File: src/rtl/watchdog_timer.sv
// watchdog_timer: register-programmed watchdog with a sticky expiry flag.
//
// A control write to WDOG_ADDR loads the period (reg_wdata[15:0]) and arms
// the timer; a zero period disables it. Any other register write while armed
// is a kick that reloads the countdown. The countdown decrements once per
// prescaler tick (PRESCALE sysclk cycles); reaching zero latches
// wdog_timeout, which holds until the next control write or reset.
//
// Optional feature macro: WDOG_WARN_EN
//   defined   -> wdog_warn asserts while armed with count <= period/4
//                (only for period >= 4)
//   undefined -> wdog_warn and wdog_status[28] are tied to 0
//
// state     | meaning
// ----------+---------------------------------------------------------
// DISABLED  | no period programmed (or period 0); kicks ignored
// ARMED     | counting down; kicks reload count from period
// EXPIRED   | count hit zero; wdog_timeout held, kicks ignored

module watchdog_timer #(
    parameter logic [7:0] WDOG_ADDR = 8'h03,
    parameter int         PRESCALE  = 3072
) (
    input  logic        sysclk,
    input  logic        reset,
    input  logic        reg_wen,
    input  logic [7:0]  reg_addr,
    input  logic [31:0] reg_wdata,
    output logic        wdog_timeout,
    output logic        wdog_warn,
    output logic [31:0] wdog_status
);

    typedef enum logic [1:0] {
        ST_DISABLED = 2'b00,
        ST_ARMED    = 2'b01,
        ST_EXPIRED  = 2'b10
    } state_t;

    // Last prescaler value; the tick fires while the prescaler sits here.
    localparam logic [15:0] PS_LAST = 16'(PRESCALE - 1);

    state_t      state_q,   state_d;
    logic [15:0] period_q,  period_d;
    logic [15:0] count_q,   count_d;
    logic [15:0] presc_q,   presc_d;
    logic        timeout_q, timeout_d;
    logic [31:0] status_q,  status_d;
    logic        warn_bit;

    logic        ctrl_wr;
    logic        kick;
    logic        tick;
    logic [15:0] wr_period;

    // Upper write-data bits carry nothing for this block.
    logic unused_wdata;
    assign unused_wdata = ^reg_wdata[31:16];

    // Decode the register strobe into control write / kick, and form the tick.
    always_comb begin
        ctrl_wr   = reg_wen && (reg_addr == WDOG_ADDR);
        kick      = reg_wen && (reg_addr != WDOG_ADDR);
        wr_period = reg_wdata[15:0];
        tick      = (state_q == ST_ARMED) && (presc_q == PS_LAST);
    end

    // Next-state logic: control write beats kick, kick beats an expiring tick.
    always_comb begin
        state_d   = state_q;
        period_d  = period_q;
        count_d   = count_q;
        presc_d   = presc_q;
        timeout_d = timeout_q;

        if (ctrl_wr) begin
            presc_d   = 16'd0;
            timeout_d = 1'b0;
            if (wr_period == 16'd0) begin
                state_d = ST_DISABLED;
                count_d = 16'd0;
            end else begin
                state_d  = ST_ARMED;
                period_d = wr_period;
                count_d  = wr_period;
            end
        end else begin
            case (state_q)
                ST_ARMED: begin
                    if (kick) begin
                        count_d = period_q;
                        presc_d = 16'd0;
                    end else if (tick) begin
                        presc_d = 16'd0;
                        if (count_q <= 16'd1) begin
                            count_d   = 16'd0;
                            timeout_d = 1'b1;
                            state_d   = ST_EXPIRED;
                        end else begin
                            count_d = count_q - 16'd1;
                        end
                    end else begin
                        presc_d = presc_q + 16'd1;
                    end
                end
                ST_EXPIRED: begin
                    count_d   = 16'd0;
                    presc_d   = 16'd0;
                    timeout_d = 1'b1;
                end
                ST_DISABLED: begin
                    presc_d = 16'd0;
                end
                default: begin
                    state_d   = ST_DISABLED;
                    count_d   = 16'd0;
                    presc_d   = 16'd0;
                    timeout_d = 1'b0;
                end
            endcase
        end
    end

`ifdef WDOG_WARN_EN
    logic warn_q, warn_d;

    // Early warning evaluated on the next-state values so it moves with count.
    always_comb begin
        warn_d = (state_d == ST_ARMED) && (period_d >= 16'd4) &&
                 (count_d <= (period_d >> 2));
    end

    // Warning flop.
    always_ff @(posedge sysclk) begin
        if (reset) warn_q <= 1'b0;
        else       warn_q <= warn_d;
    end

    assign warn_bit = warn_q;
`else
    assign warn_bit = 1'b0;
`endif

    // Status word snapshots the registered state, so it lags by one cycle.
    always_comb begin
        status_d = {timeout_q, state_q, warn_bit, 12'b0, count_q};
    end

    // State and output registers; reset overrides any coincident activity.
    always_ff @(posedge sysclk) begin
        if (reset) begin
            state_q   <= ST_DISABLED;
            period_q  <= 16'd0;
            count_q   <= 16'd0;
            presc_q   <= 16'd0;
            timeout_q <= 1'b0;
            status_q  <= 32'd0;
        end else begin
            state_q   <= state_d;
            period_q  <= period_d;
            count_q   <= count_d;
            presc_q   <= presc_d;
            timeout_q <= timeout_d;
            status_q  <= status_d;
        end
    end

    assign wdog_timeout = timeout_q;
    assign wdog_warn    = warn_bit;
    assign wdog_status  = status_q;

endmodule

File: config.mk
export PLATFORM = sky130hd
export DESIGN_NAME = watchdog_timer
export DESIGN_NICKNAME = d
export VERILOG_FILES = /design/src/rtl/watchdog_timer.sv
export SDC_FILE = /design/constraint.sdc
export NUM_CORES = 1
export LEC_CHECK = 0
export BUFFER_PORTS_ARGS = -buffer_cell sky130_fd_sc_hd__buf_2
export CAP_MARGIN = 20
export CORE_AREA = 10 10 93 95
export CTS_CLUSTER_DIAMETER = 200
export CTS_CLUSTER_SIZE = 16
export DETAILED_ROUTE_END_ITERATION = 12
export DIE_AREA = 0 0 103 105
export PLACE_DENSITY = 0.74
export SETUP_SLACK_MARGIN = 0.02
export SYNTH_ARGS = -nofsm -noshare
export SYNTH_HDL_FRONTEND = slang
export SYNTH_SLANG_ARGS = --single-unit
File: constraint.sdc
create_clock -name sysclk -period 2.7 [get_ports sysclk]
set_input_delay 0.405 -clock sysclk [delete_from_list [all_inputs] [get_ports sysclk]]
set_output_delay 0.405 -clock sysclk [all_outputs]
set_load 0.005 [all_outputs]
Word-level counts from Yosys, hierarchy flattened

Index checks and enable logic that the tools add are counted.

Add/sub/neg operators: 2
Magnitude comparators: 1
Eq/ne operators: 14
Multiplexer cells: 16
Bitwise logic cells: 3
Reduce and logical (&&, ||, !) cells: 12

Operator list:

| operator                | count |
|---|---|
| $mux W16                | 5 |
| $pmux W16 S2            | 1 |
| $add A16 B1 Y16 const B | 1 |
| $eq A16 B12 Y1 const B  | 1 |
| $le A16 B1 Y1 const B   | 1 |
| $logic_not A16 Y1       | 1 |
| $sub A16 B1 Y16 const B | 1 |
| $eq A8 B2 Y1 const B    | 1 |
| $mux W2                 | 4 |
| $ne A8 B2 Y1 const B    | 1 |
| $reduce_and A4 Y1       | 2 |
| $ne A2 B2 Y1 const B    | 3 |
| $ne A3 B3 Y1 const B    | 2 |
| $reduce_or A5 Y1        | 1 |
| $mux W1                 | 4 |
| $ne A2 B1 Y1 const B    | 2 |
| $ne A4 B4 Y1 const B    | 1 |
| $pmux W2 S2             | 1 |
| $reduce_and A2 Y1       | 2 |
| $reduce_or A2 Y1        | 2 |
| $logic_and A1 B1 Y1     | 3 |
| $ne A3 B2 Y1 const B    | 1 |
| $not A1 Y1              | 3 |
| $pmux W1 S3             | 1 |
| 3 further kinds         | 3 |

Register bits: 83
Bits of input ports: 43
Output and inout port bits: 34
Word-level logic and storage cells: 55

Longest topological paths before layout

Gate-level depths: netlist of the first run.

Depth after elaboration: 6
Gate-level depth with buffers: 9
Mapped depth without buffers: 7

Worst setup path before layout of the first run

Ideal clock, no wire load.

Path type: register to register
Start: register count_q[0]
End: register count_q[13]
Setup time: 86 ps
Arrival: 1,872 ps
Required time: 2,614 ps
Slack: 742 ps
Stages on the path, launching flop included: 8
Path buffers: 0
Clock period less this slack: 1,958 ps
Cell sequence: dfxtp_1 -> inv_1 -> ha_1 -> nor2_1 -> and4b_1 -> a21oi_1 -> a222oi_1 -> a211oi_1

Cells in the longest elaborated chain, start to end: 6
Elaborated cells on any way between the ends: 7
Those cells by class: add/sub (1); order compare (1); mux (5)

RTL lines:

| what                                             | RTL line | RTL |
|---|---|---|
| start, declared                                  | 45       | `logic [15:0] count_q, count_d;` |
| start signal, assigned                           | 161      | `count_q <= count_d;` |
| $sub A16 B1 Y16 or $le A16 B1 Y1 (tied branches) | 100, 95  |  |
| $mux W16 (*)                                     | 95       | `if (count_q <= 16'd1) begin` |
| $mux W16 (*)                                     | 93       | `end else if (tick) begin` |
| $mux W16 (*)                                     | 90       | `if (kick) begin` |
| $pmux W16 S2 (*)                                 | 88       | `case (state_q)` |
| $mux W16 (*)                                     | 76       | `if (ctrl_wr) begin` |

Mark *: on every way between the ends. The rest lies on a longest branch, timed or not. The select of a mux whose other input is x is not followed.
A chain may end at the register's enable or synchronous reset.

Worst setup path after layout of the first run

Start: register presc_q[0]
End: register count_q[12]

Cells in the longest elaborated chain, start to end: 4

RTL lines:

| what                               | RTL line | RTL |
|---|---|---|
| start, declared                    | 46       | `logic [15:0] presc_q, presc_d;` |
| start signal, assigned             | 162      | `presc_q <= presc_d;` |
| $eq A16 B12 Y1                     | 65       | `tick = (state_q == ST_ARMED) && (presc_q == PS_LAST);` |
| $logic_and A1 B1 Y1                | 65       |  |
| $ne A4 B4 Y1 (no source line)      | --       |  |
| $reduce_and A2 Y1 (no source line) | --       |  |

Every way passes these cells.

==> key figures, run 1 <==
Synth
  – Biggest area consumer among synthesized cells: dfxtp_1
  – Asr flop ratio synth: 0%
  – Post-Syn Area: around 3300 um2
  – Area contributors post-synth: dfxtp_1, nand2_1, nor2_1, a21oi_1, buf_4
  – #FFs+latches synth: 70
  – Unique masters post-synth: between 50 and 60
  – Synth top area share: between 40% and 50%
  – Synth Instances: approximately 400
  – Most used DFF post-synth: dfxtp_1
  – YS warnings: 0
  – Seq/Total Area, Yosys: between 40% and 50%
  – Syn_area_per_cell: between 8 and 9 um2
  – Post-synth EDFFs: 0

Setup path
  – Worst Path Required: 2.97 ns
  – RR Startpoint: presc_q[0]
  – CP startpoint: presc_q[0]
  – R2R cell count: 6
  – Startpoint types: flop
  – Crit path kind: flop to flop
  – FF-to-FF setup slack: about 0.30 ns
  – Max Fanout on Critical Path: 8
  – Critical Path AT: between 2 and 3 ns
  – Worst Setup End Kind: flop
  – Reg2reg end: count_q[12]
  – Worst Setup EP: count_q[12]

GRT
  – Vias in the first global route: 2839
  – Largest net degree at the start of global routing: 25
  – Initial antenna violation count: 0
  – First-pass GRT wire length: between 10000 and 15000 um
  – GRT Overall Usage: 15.4%
  – Total gr overflow: 0

Layout
  – Layout cells sized above 1: roughly a fifth
  – Final Util: between 50% and 60%
  – Fin area: 3800 um2
  – N_diodes: 0
  – Layout area overhead: 13.6%
  – Final cell count without fillers: 526
  – Nets: between 400 and 500

Floorplanning
  – Die X: roughly 100 um
  – Die Y: 105 um
  – Core Region: between 6000 and 7000 um2
  – Die ar.: 10800 um2
  – I/O pin cnt: 77
  – Num rows: 30
  – Initial Utilization: between 40% and 50%

Pwr
  – Sw frac: approximately 22%
  – Pwr/cell area: between 500 and 600 nW/um2
  – Part of the power in the clock network: a little over two fifths
  – Static Leak: 1.52 nW
  – Design Power: between 1.5 and 2 mW
  – Max IR drop VDD: ~390 uV
  – Net Switching: about 0.45 mW
  – Comb power frac: 4.1%
  – Internal: 1.54 mW
  – Sequential share of power: between 50% and 60%

Drt
  – Vias: around 3000
  – Met2 wire len: about 4000 um
  – Wire per inst: around 16 um
  – Post-route DRC: 0
  – Detail Route Antenna Nets: 0
  – DR vias/cell: between 5 and 6
  – Top sig layer: met4
  – Initial DRC count: 280
  – Met1 WL: 3630 um
  – DR WL met3: around 600 um
  – Drt total wl: roughly 8400 um
  – Drt pass-1 iters: 6

Placement
  – Routability cong.: around 0.93
  – Dpl cell area: 3590 um2
  – Hpwl dp: a little over 6000 um
  – DP Cell Count: roughly 510
  – Post-place setup slack: approximately 0.29 ns
  – Buffers on Ports: between 40 and 50

Timing
  – Worst slew pin tran: 1.07 ns
  – Max frequency: around 420 MHz
  – Relative slew slack: ~28%
  – Hold Slack: roughly 0.32 ns
  – Fin crit share: slightly below 90%
  – Clock Skews: around 0.0081 ns
  – Final setup margin: about 0.3 ns
  – Min cycle time layout: roughly 2.4 ns
  – Fin Setup TNS: 0 ns
  – Final setup fails: 0
  – Fin. Hold Viols: 0
  – RSZ-0062 raised after global routing: false
  – Final Slew Violations: 0

Clocking
  – Clk sinks: 70
  – Worst-path clk slew: 0.08 ns
  – Post-CTS sizing: 0
  – # Post-CTS Setup Buffers: 0
  – Hold Buf Count CTS: 0
  – CTS root buf: clkbuf_8
  – Skew-Pair Late Insertion Delay: around 0.35 ns
  – Clock Tree Buf Depth: 2
  – H-tree Lvls: 3
  – Cts bufs inserted: 9
  – CTS tree: built

Worst hold path
  – Hold path start: reg_wdata[5]
  – Hold WC Path Type: input pin to flop

Flow run
  – MaxCap Viol Count: 0

Outcome
  – Run status: completed
-- registers in the layout, summed over array words and instances, names as in the netlist --
| register | cells |
|---|---|
| count_q | 16 |
| period_q | 16 |
| presc_q | 16 |
| state_q | 2 |
| wdog_status | 19 |
| wdog_timeout | 1 |
-- synthesized netlist by cell type, types with 2 or more instances --
cell and number:
or4bb_1 2, xnor2_1 10, nand3_1 13, buf_4 18, o31ai_1 2, dfxtp_1 70, and2_1 8, inv_1 13
o22ai_1 3, nand2_1 47, nor4_4 2, nor2_1 40, a211oi_1 9, o21ai_0 15, a311oi_2 3, and3_1 4
nand4_1 6, nand2b_1 2, buf_1 2, buf_2 6, clkbuf_1 5, or4_1 3, a221oi_1 4, nor2b_1 12
xor2_1 9, a21oi_1 29, a31oi_1 5, or3_1 3, nor3_1 7, nor4_1 11, ha_1 6, a222oi_1 5
-- worst min path at each step --
stage / end / slack, ns / cells past startpoint
after CTS: period_q[5] / 0.30 / 3
after global routing: period_q[13] / 0.31 / 3
final: period_q[5] / 0.32 / 3
after global placement: period_q[3] / 0.44 / 2
after floorplan: period_q[0] / 0.43 / 2
after detailed placement: period_q[2] / 0.44 / 2
-- kinds of logic after synthesis --
group,Yosys count,synth area share [%]
DFF,70,41.9
buffers and inverters,46,7.66
and+or+nand+nor,167,26.0
adders and majority gates,6,2.24
muxes,1,0.299
other,1,0.112
xor gates and xnor gates,19,4.97
AOI/OAI and AO/OA,84,16.8
-- routing by layer --
layer,up-vias,track usage [%]
met5,-,0
met4,0,5.37
li1,1462,-
met3,14,4.87
met1,1361,19.1
met2,122,24.2
-- power groups by stage --
| stage | logic [mW] | clock network, mW | registers (mW) |
|---|---|---|---|
| after floorplan | 0.0549 | 0 | 1.06 |
| after CTS | 0.0779 | 0.892 | 1.03 |
| after global routing | 0.0891 | 0.946 | 1.03 |
| after detailed placement | 0.0774 | 0 | 1.06 |
| after global placement | 0.0762 | 0 | 1.06 |
| final | 0.0807 | 0.870 | 1.03 |
-- cells in the final DEF, fill, tap and decap left out, drive strengths merged, types with 6 or more instances in the layout --
cell type	count
nor2b	12
o21ai	15
xnor2	10
nor2	40
nand3	13
nand2	47
nand4	6
xor2	9
nor4	14
conb	14
a211oi	9
inv	14
a21oi	29
dfxtp	70
buf	56
and2	8
ha	6
nor3	7
clkbuf	11
-- worst max-delay path: stages, from the launching register on --
cell      delay, ns
dfxtp_1        0.37
ha_1           0.28
nand3_1        0.21
nor4_4         0.10
a211oi_1       0.91
a221oi_1       0.18
a211oi_1       0.28
-- final cells by class --
cell class | count | area, um2
tap | 80 | 100
clock inverter | 5 | 56.3
inverter | 13 | 48.8
fill | 652 | 2950
multi-input combinational | 291 | 1740
clock buffer | 11 | 151
sequential | 70 | 1400
timing repair buffer | 56 | 303
(Power assumes the default switching activity.)
==> run 2: changes to the inputs <==
Settings changed: CORE_AREA 10 10 93 95 to 10 10 98 91, DIE_AREA 0 0 103 105 to 0 0 108 101, PLACE_DENSITY 0.74 to default, PLACE_DENSITY_LB_ADDON from default to 0.12, RECOVER_POWER from default to 50.
==> key figures, run 2 (synthesis gave the netlist of run 1 again) <==
Outcome
  – Run status: finished with violations
  – Failing checks: capacitance limit, slew limit

Floorplanning
  – Die Y: 101 um (-3.8%)
  – I/O pin cnt: 77 (unchanged)
  – Core Region: 6930 um2 (+2.6%)
  – Die X: 108 um (+4.9%)
  – Initial Utilization: 48.3% (-1.2 points)
  – Die ar.: 10900 um2 (+0.86%)
  – Num rows: 29 (-3.3%)

Clocking
  – Hold Buf Count CTS: 0 (unchanged)
  – Cts bufs inserted: 9 (unchanged)
  – CTS root buf: clkbuf_8
  – Post-CTS sizing: 0 (unchanged)
  – Worst-path clk slew: 0.08 ns (about the same)
  – CTS tree: built
  – # Post-CTS Setup Buffers: 0 (unchanged)
  – Clk sinks: 70 (unchanged)
  – H-tree Lvls: 3 (unchanged)
  – Skew-Pair Late Insertion Delay: 0.34 ns (about the same)
  – Clock Tree Buf Depth: 2 (unchanged)

Setup path
  – CP startpoint: presc_q[0]
  – Worst Setup End Kind: flop
  – FF-to-FF setup slack: 0.36 ns (+0.06 ns)
  – Max Fanout on Critical Path: 8 (unchanged)
  – Crit path kind: flop to flop
  – Worst Setup EP: count_q[12]
  – Reg2reg end: count_q[12]
  – R2R cell count: 7 (+1)
  – Startpoint types: flop
  – RR Startpoint: presc_q[0]
  – Worst Path Required: 2.84 ns (-0.13 ns)
  – Critical Path AT: 2.48 ns (-0.19 ns)

GRT
  – Initial antenna violation count: 0 (unchanged)
  – First-pass GRT wire length: 13700 um (+0.72%)
  – Largest net degree at the start of global routing: 38 (+52%)
  – GRT Overall Usage: 15.5% (+0.14 points)
  – Total gr overflow: 0 (unchanged)
  – Vias in the first global route: 2806 (-1.2%)

Layout
  – FILL cells: 667 (+2.3%)
  – Layout cells sized above 1: 14.1% (-4.5 points)
  – Max reg flops: 19 (unchanged)
  – Layout area overhead: 14.5%
  – Fin area: 3830 um2 (+0.79%)
  – Commonest non-fill, non-tap cell in the layout: dfxtp_1
  – N_diodes: 0 (unchanged)
  – Nets: 490 (unchanged)
  – Most frequent cells in the layout: dfxtp_1, nand2_1, nor2_1

Flow run
  – MaxCap Viol Count: 1 (+1)

Drt
  – Wire per inst: 15.4 um (-3.2%)
  – Detail Route Antenna Nets: 0 (unchanged)
  – DR vias/cell: 5.39 (-4.2%)
  – Post-route DRC: 0 (unchanged)
  – Drt total wl: 8310 um (-0.76%)
  – Vias: 2906 (-1.8%)
  – Drt pass-1 iters: 7 (+1)
  – Initial DRC count: 249 (-11%)

Timing
  – Min cycle time layout: 2.34 ns (-0.0632 ns)
  – Clock Skews: 0.0110 ns (+0.00292 ns)
  – Max frequency: 428 MHz (+2.7%)
  – Relative slew slack: -15.7% (-44 points)
  – Hold Slack: 0.317 ns (+0.00160 ns)
  – Fin Setup TNS: 0 ns (unchanged)
  – Fin crit share: 86.6% (-2.3 points)
  – Worst slew pin tran: 1.74 ns (+0.664 ns)
  – Final Slew Violations: 38 (+38)
  – Final setup fails: 0 (unchanged)
  – Fin. Hold Viols: 0 (unchanged)
  – Final setup margin: 0.363 ns (+0.0632 ns)
  – RSZ-0062 raised after global routing: false

Pwr
  – Design Power: 2.15 mW (+8.3%)
  – Pwr/cell area: 561 nW/um2 (+7.5%)
  – Static Leak: 1.45 nW (-4.6%)
  – Max IR drop VDD: 311 uV (-21%)

Placement
  – Dpl cell area: 3600 um2 (+0.45%)
  – Routability cong.: 0.895 (-3.7%)
  – Buffers on Ports: 46 (unchanged)
  – Post-place setup slack: 0.310 ns (+0.0169 ns)
  – Hpwl dp: 6100 um (-0.17%)

Worst hold path
  – Hold WC Path Type: input pin to flop
## run 2: worst max-delay path, stage by stage, from the launching register on
cell	delay, ns
dfxtp_1	0.43
ha_1	0.27
nand3_1	0.19
nor4_4	0.45
a211oi_1	0.13
buf_4	0.19
a221oi_1	0.35
a211oi_1	0.13
## run 2: worst min path at each step
stage,from,end,slack (ns),cells past startpoint
after global routing,reg_wdata[6],period_q[6],0.31,3
after CTS,reg_wdata[12],period_q[12],0.30,3
after global placement,period_q[2],period_q[2],0.44,2
after floorplan,period_q[0],period_q[0],0.43,2
after detailed placement,period_q[2],period_q[2],0.45,2
final,reg_wdata[12],period_q[12],0.32,3
## run 2: per-stage QoR
step	std cells	utilization, %
floorplan	407	-
global placement	522	52.0
detailed placement	522	52.0
CTS	538	55.6
global route	539	55.3
finish	539	55.3
## run 2: cell type report
| type | count | area (um2) | area share (%) |
|---|---|---|---|
| Clock inverter | 5 | 106 | 2.78 |
| Sequential cell | 70 | 1400 | 36.6 |
| Multi-Input combinational cell | 291 | 1740 | 45.4 |
| Timing Repair Buffer | 56 | 277 | 7.22 |
| Inverter | 13 | 48.8 | 1.27 |
| Tap cell | 93 | 116 | 3.04 |
| Clock buffer | 11 | 141 | 3.69 |
## run 2: report_power, final
part	total, mW	leakage (nW)	switching, mW	internal (mW)
clock	1.04	0.120	0.396	0.641
sequential	1.04	0.564	0.00197	1.03
combinational	0.0786	0.764	0.0500	0.0286
total	2.15	1.45	0.448	1.70
## run 2: routing by layer
metal	wire length, um	track usage, %	vias to the layer above	part of all wire, %
li1	-	-	1468	-
met1	3930	19.8	1350	47
met2	3810	24.2	83	46
met3	518	4.80	5	6.2
met4	45	5.03	0	0.54
met5	0	0	-	0
==> run 3: changes to the inputs <==
Settings changed: CORE_AREA 10 10 98 91 to 10 10 100 93, DIE_AREA 0 0 108 101 to 0 0 110 103, RECOVER_POWER 50 to 100.
Clock period 2.7 ns to 2.1 ns, I/O delays scaled along.
==> key figures, run 3 (synthesis gave the netlist of run 1 again) <==
GRT
  – First-pass GRT wire length: 14400 um (+5.1%)
  – GRT Overall Usage: 16.2% (+0.72 points)
  – Total gr overflow: 0 (unchanged)
  – Largest net degree at the start of global routing: 36 (-5.3%)
  – Vias in the first global route: 2975 (+6.0%)
  – Initial antenna violation count: 0 (unchanged)

Pwr
  – Internal: 1.80 mW (+6.0%)
  – Comb power frac: 4.9% (+1.2 points)
  – Static Leak: 1.67 nW (+15%)
  – Part of the power in the clock network: 40.0% (-8.2 points)
  – Max IR drop VDD: 374 uV (+20%)
  – Sw frac: 25.2% (+4.3 points)
  – Pwr/cell area: 576 nW/um2 (+2.6%)
  – Net Switching: 0.607 mW (+35%)
  – Sequential share of power: 55.1% (+7.0 points)
  – Design Power: 2.41 mW (+12%)

Clocking
  – Cts bufs inserted: 9 (unchanged)
  – CTS root buf: clkbuf_8
  – Clk sinks: 70 (unchanged)
  – CTS tree: built
  – Worst-path clk slew: 0.08 ns (about the same)
  – Hold Buf Count CTS: 0 (unchanged)
  – Clock Tree Buf Depth: 2 (unchanged)
  – H-tree Lvls: 3 (unchanged)
  – Skew-Pair Late Insertion Delay: 0.35 ns (about the same)

Floorplanning
  – Initial Utilization: 45.7% (-2.6 points)
  – Die Y: 103 um (+2.0%)
  – I/O pin cnt: 77 (unchanged)
  – Core Region: 7320 um2 (+5.6%)
  – Die ar.: 11300 um2 (+3.9%)
  – Num rows: 30 (+3.4%)
  – Die X: 110 um (+1.9%)

Layout
  – N_diodes: 0 (unchanged)
  – Final Util: 57.2% (+1.9 points)
  – Area of the multi-input gates: 1800 um2 (+3.4%)
  – Max reg flops: 19 (unchanged)
  – Sequential standard cell area: 1400 um2 (unchanged)
  – Layout cells sized above 1: 23.5% (+9.3 points)
  – Layout area overhead: 25.2%
  – Most frequent cells in the layout: dfxtp_1, nand2_1, buf_4
  – Fin area: 4190 um2 (+9.3%)
  – Commonest non-fill, non-tap cell in the layout: dfxtp_1
  – Final cell count without fillers: 586 (+8.7%)
  – Nets: 534 (+9.0%)
  – FILL cells: 695 (+4.2%)

Setup path
  – Critical Path AT: 2.27 ns (-0.21 ns)
  – Worst Path Required: 2.37 ns (-0.47 ns)
  – FF-to-FF setup slack: 0.10 ns (-0.26 ns)
  – RR Startpoint: presc_q[15]
  – CP startpoint: presc_q[15]
  – Max Fanout on Critical Path: 15 (+7)
  – Crit path kind: flop to flop
  – Worst Setup End Kind: flop
  – Startpoint types: flop
  – Reg2reg end: count_q[2]
  – R2R cell count: 7 (unchanged)
  – Worst Setup EP: count_q[2]

Drt
  – Post-route DRC: 0 (unchanged)
  – Drt pass-1 iters: 5 (-2)
  – Vias: 3057 (+5.2%)
  – Drt total wl: 8980 um (+8.1%)
  – DR vias/cell: 5.22 (-3.2%)
  – Wire per inst: 15.3 um (-0.55%)
  – Detail Route Antenna Nets: 0 (unchanged)
  – Initial DRC count: 234 (-6.0%)

Timing
  – Clock Skews: 0.0104 ns (-0.000551 ns)
  – Fin. Hold Viols: 0 (unchanged)
  – Worst slew pin tran: 0.606 ns (-1.13 ns)
  – Fin crit share: 95.1% (+8.5 points)
  – Max frequency: 501 MHz (+17%)
  – Final Slew Violations: 0 (-100%)
  – Relative slew slack: 59.6% (+75 points)
  – Final setup fails: 0 (unchanged)
  – Min cycle time layout: 2.00 ns (-0.341 ns)

Placement
  – Routability cong.: 0.828 (-7.5%)
  – Dpl cell area: 3960 um2 (+10%)
  – DP Cell Count: 566 (+8.4%)
  – Hpwl dp: 6830 um (+12%)
  – Buffers on Ports: 46 (unchanged)

Worst hold path
  – Hold WC Path Type: input pin to flop

Outcome
  – Run status: completed

Flow run
  – MaxCap Viol Count: 0 (-1)
-- run 3: how the worst min path moves through the flow --
stage | start | endpoint | slack (ns) | cells past startpoint
floorplan | period_q[0] | period_q[0] | 0.43 | 2
global placement | period_q[2] | period_q[2] | 0.44 | 2
detailed placement | period_q[0] | period_q[0] | 0.45 | 2
CTS | reg_wdata[8] | period_q[8] | 0.21 | 3
global route | reg_wdata[6] | period_q[6] | 0.21 | 3
finish | reg_wdata[8] | period_q[8] | 0.22 | 3
-- run 3: power by group through the flow --
| stage | Sequential (mW) | Combinational, mW | Clock (mW) |
|---|---|---|---|
| finish | 1.33 | 0.119 | 0.964 |
| global route | 1.33 | 0.131 | 1.07 |
| CTS | 1.33 | 0.115 | 0.993 |
| detailed placement | 1.36 | 0.112 | 0 |
| global placement | 1.36 | 0.110 | 0 |
| floorplan | 1.36 | 0.0705 | 0 |
-- run 3: layer usage --
metal / share of wire, % / vias to the layer above / GRT usage (%)
li1: - / 1548 / -
met1: 45 / 1410 / 20.1
met2: 48 / 85 / 26.2
met3: 5.5 / 14 / 5.06
met4: 1.4 / 0 / 5.20
met5: 0 / - / 0
-- run 3: what timing repair did --
item	in CTS	in global routing
setup buffers	3	1
hold endpoints to repair	0	0
pin swaps	1	6
resized for setup	2	12
endpoints found under the setup margin	7	13
-- run 3: through the flow --
stage	setup TNS (ns)	hold slack [ns]	worst slack [ns]
2_1_floorplan	0	0.432	0.142
3_3_place_gp	-0.445	0.439	-0.188
3_5_place_dp	-0.540	0.448	-0.196
4_1_cts	0	0.209	0.0485
5_1_grt	-0.000520	0.211	-0.000520
6_report	0	0.219	0.104
-- run 3: final cells by class --
cell class / count / area share (%)
clock inverter: 7 / 1.13
timing repair buffer: 100 / 15.4
clock buffer: 9 / 2.96
tap: 96 / 2.87
multi-input combinational: 291 / 43.0
sequential: 70 / 33.4
inverter: 13 / 1.16
-- run 3: worst max-delay path, stage by stage (launching register included) --
cell and delay [ns]:
dfxtp_1 0.33, or4bb_1 0.55, nor4_4 0.22, buf_4 0.19, a211o_2 0.19, buf_12 0.15
nor2_1 0.05, a311oi_2 0.23
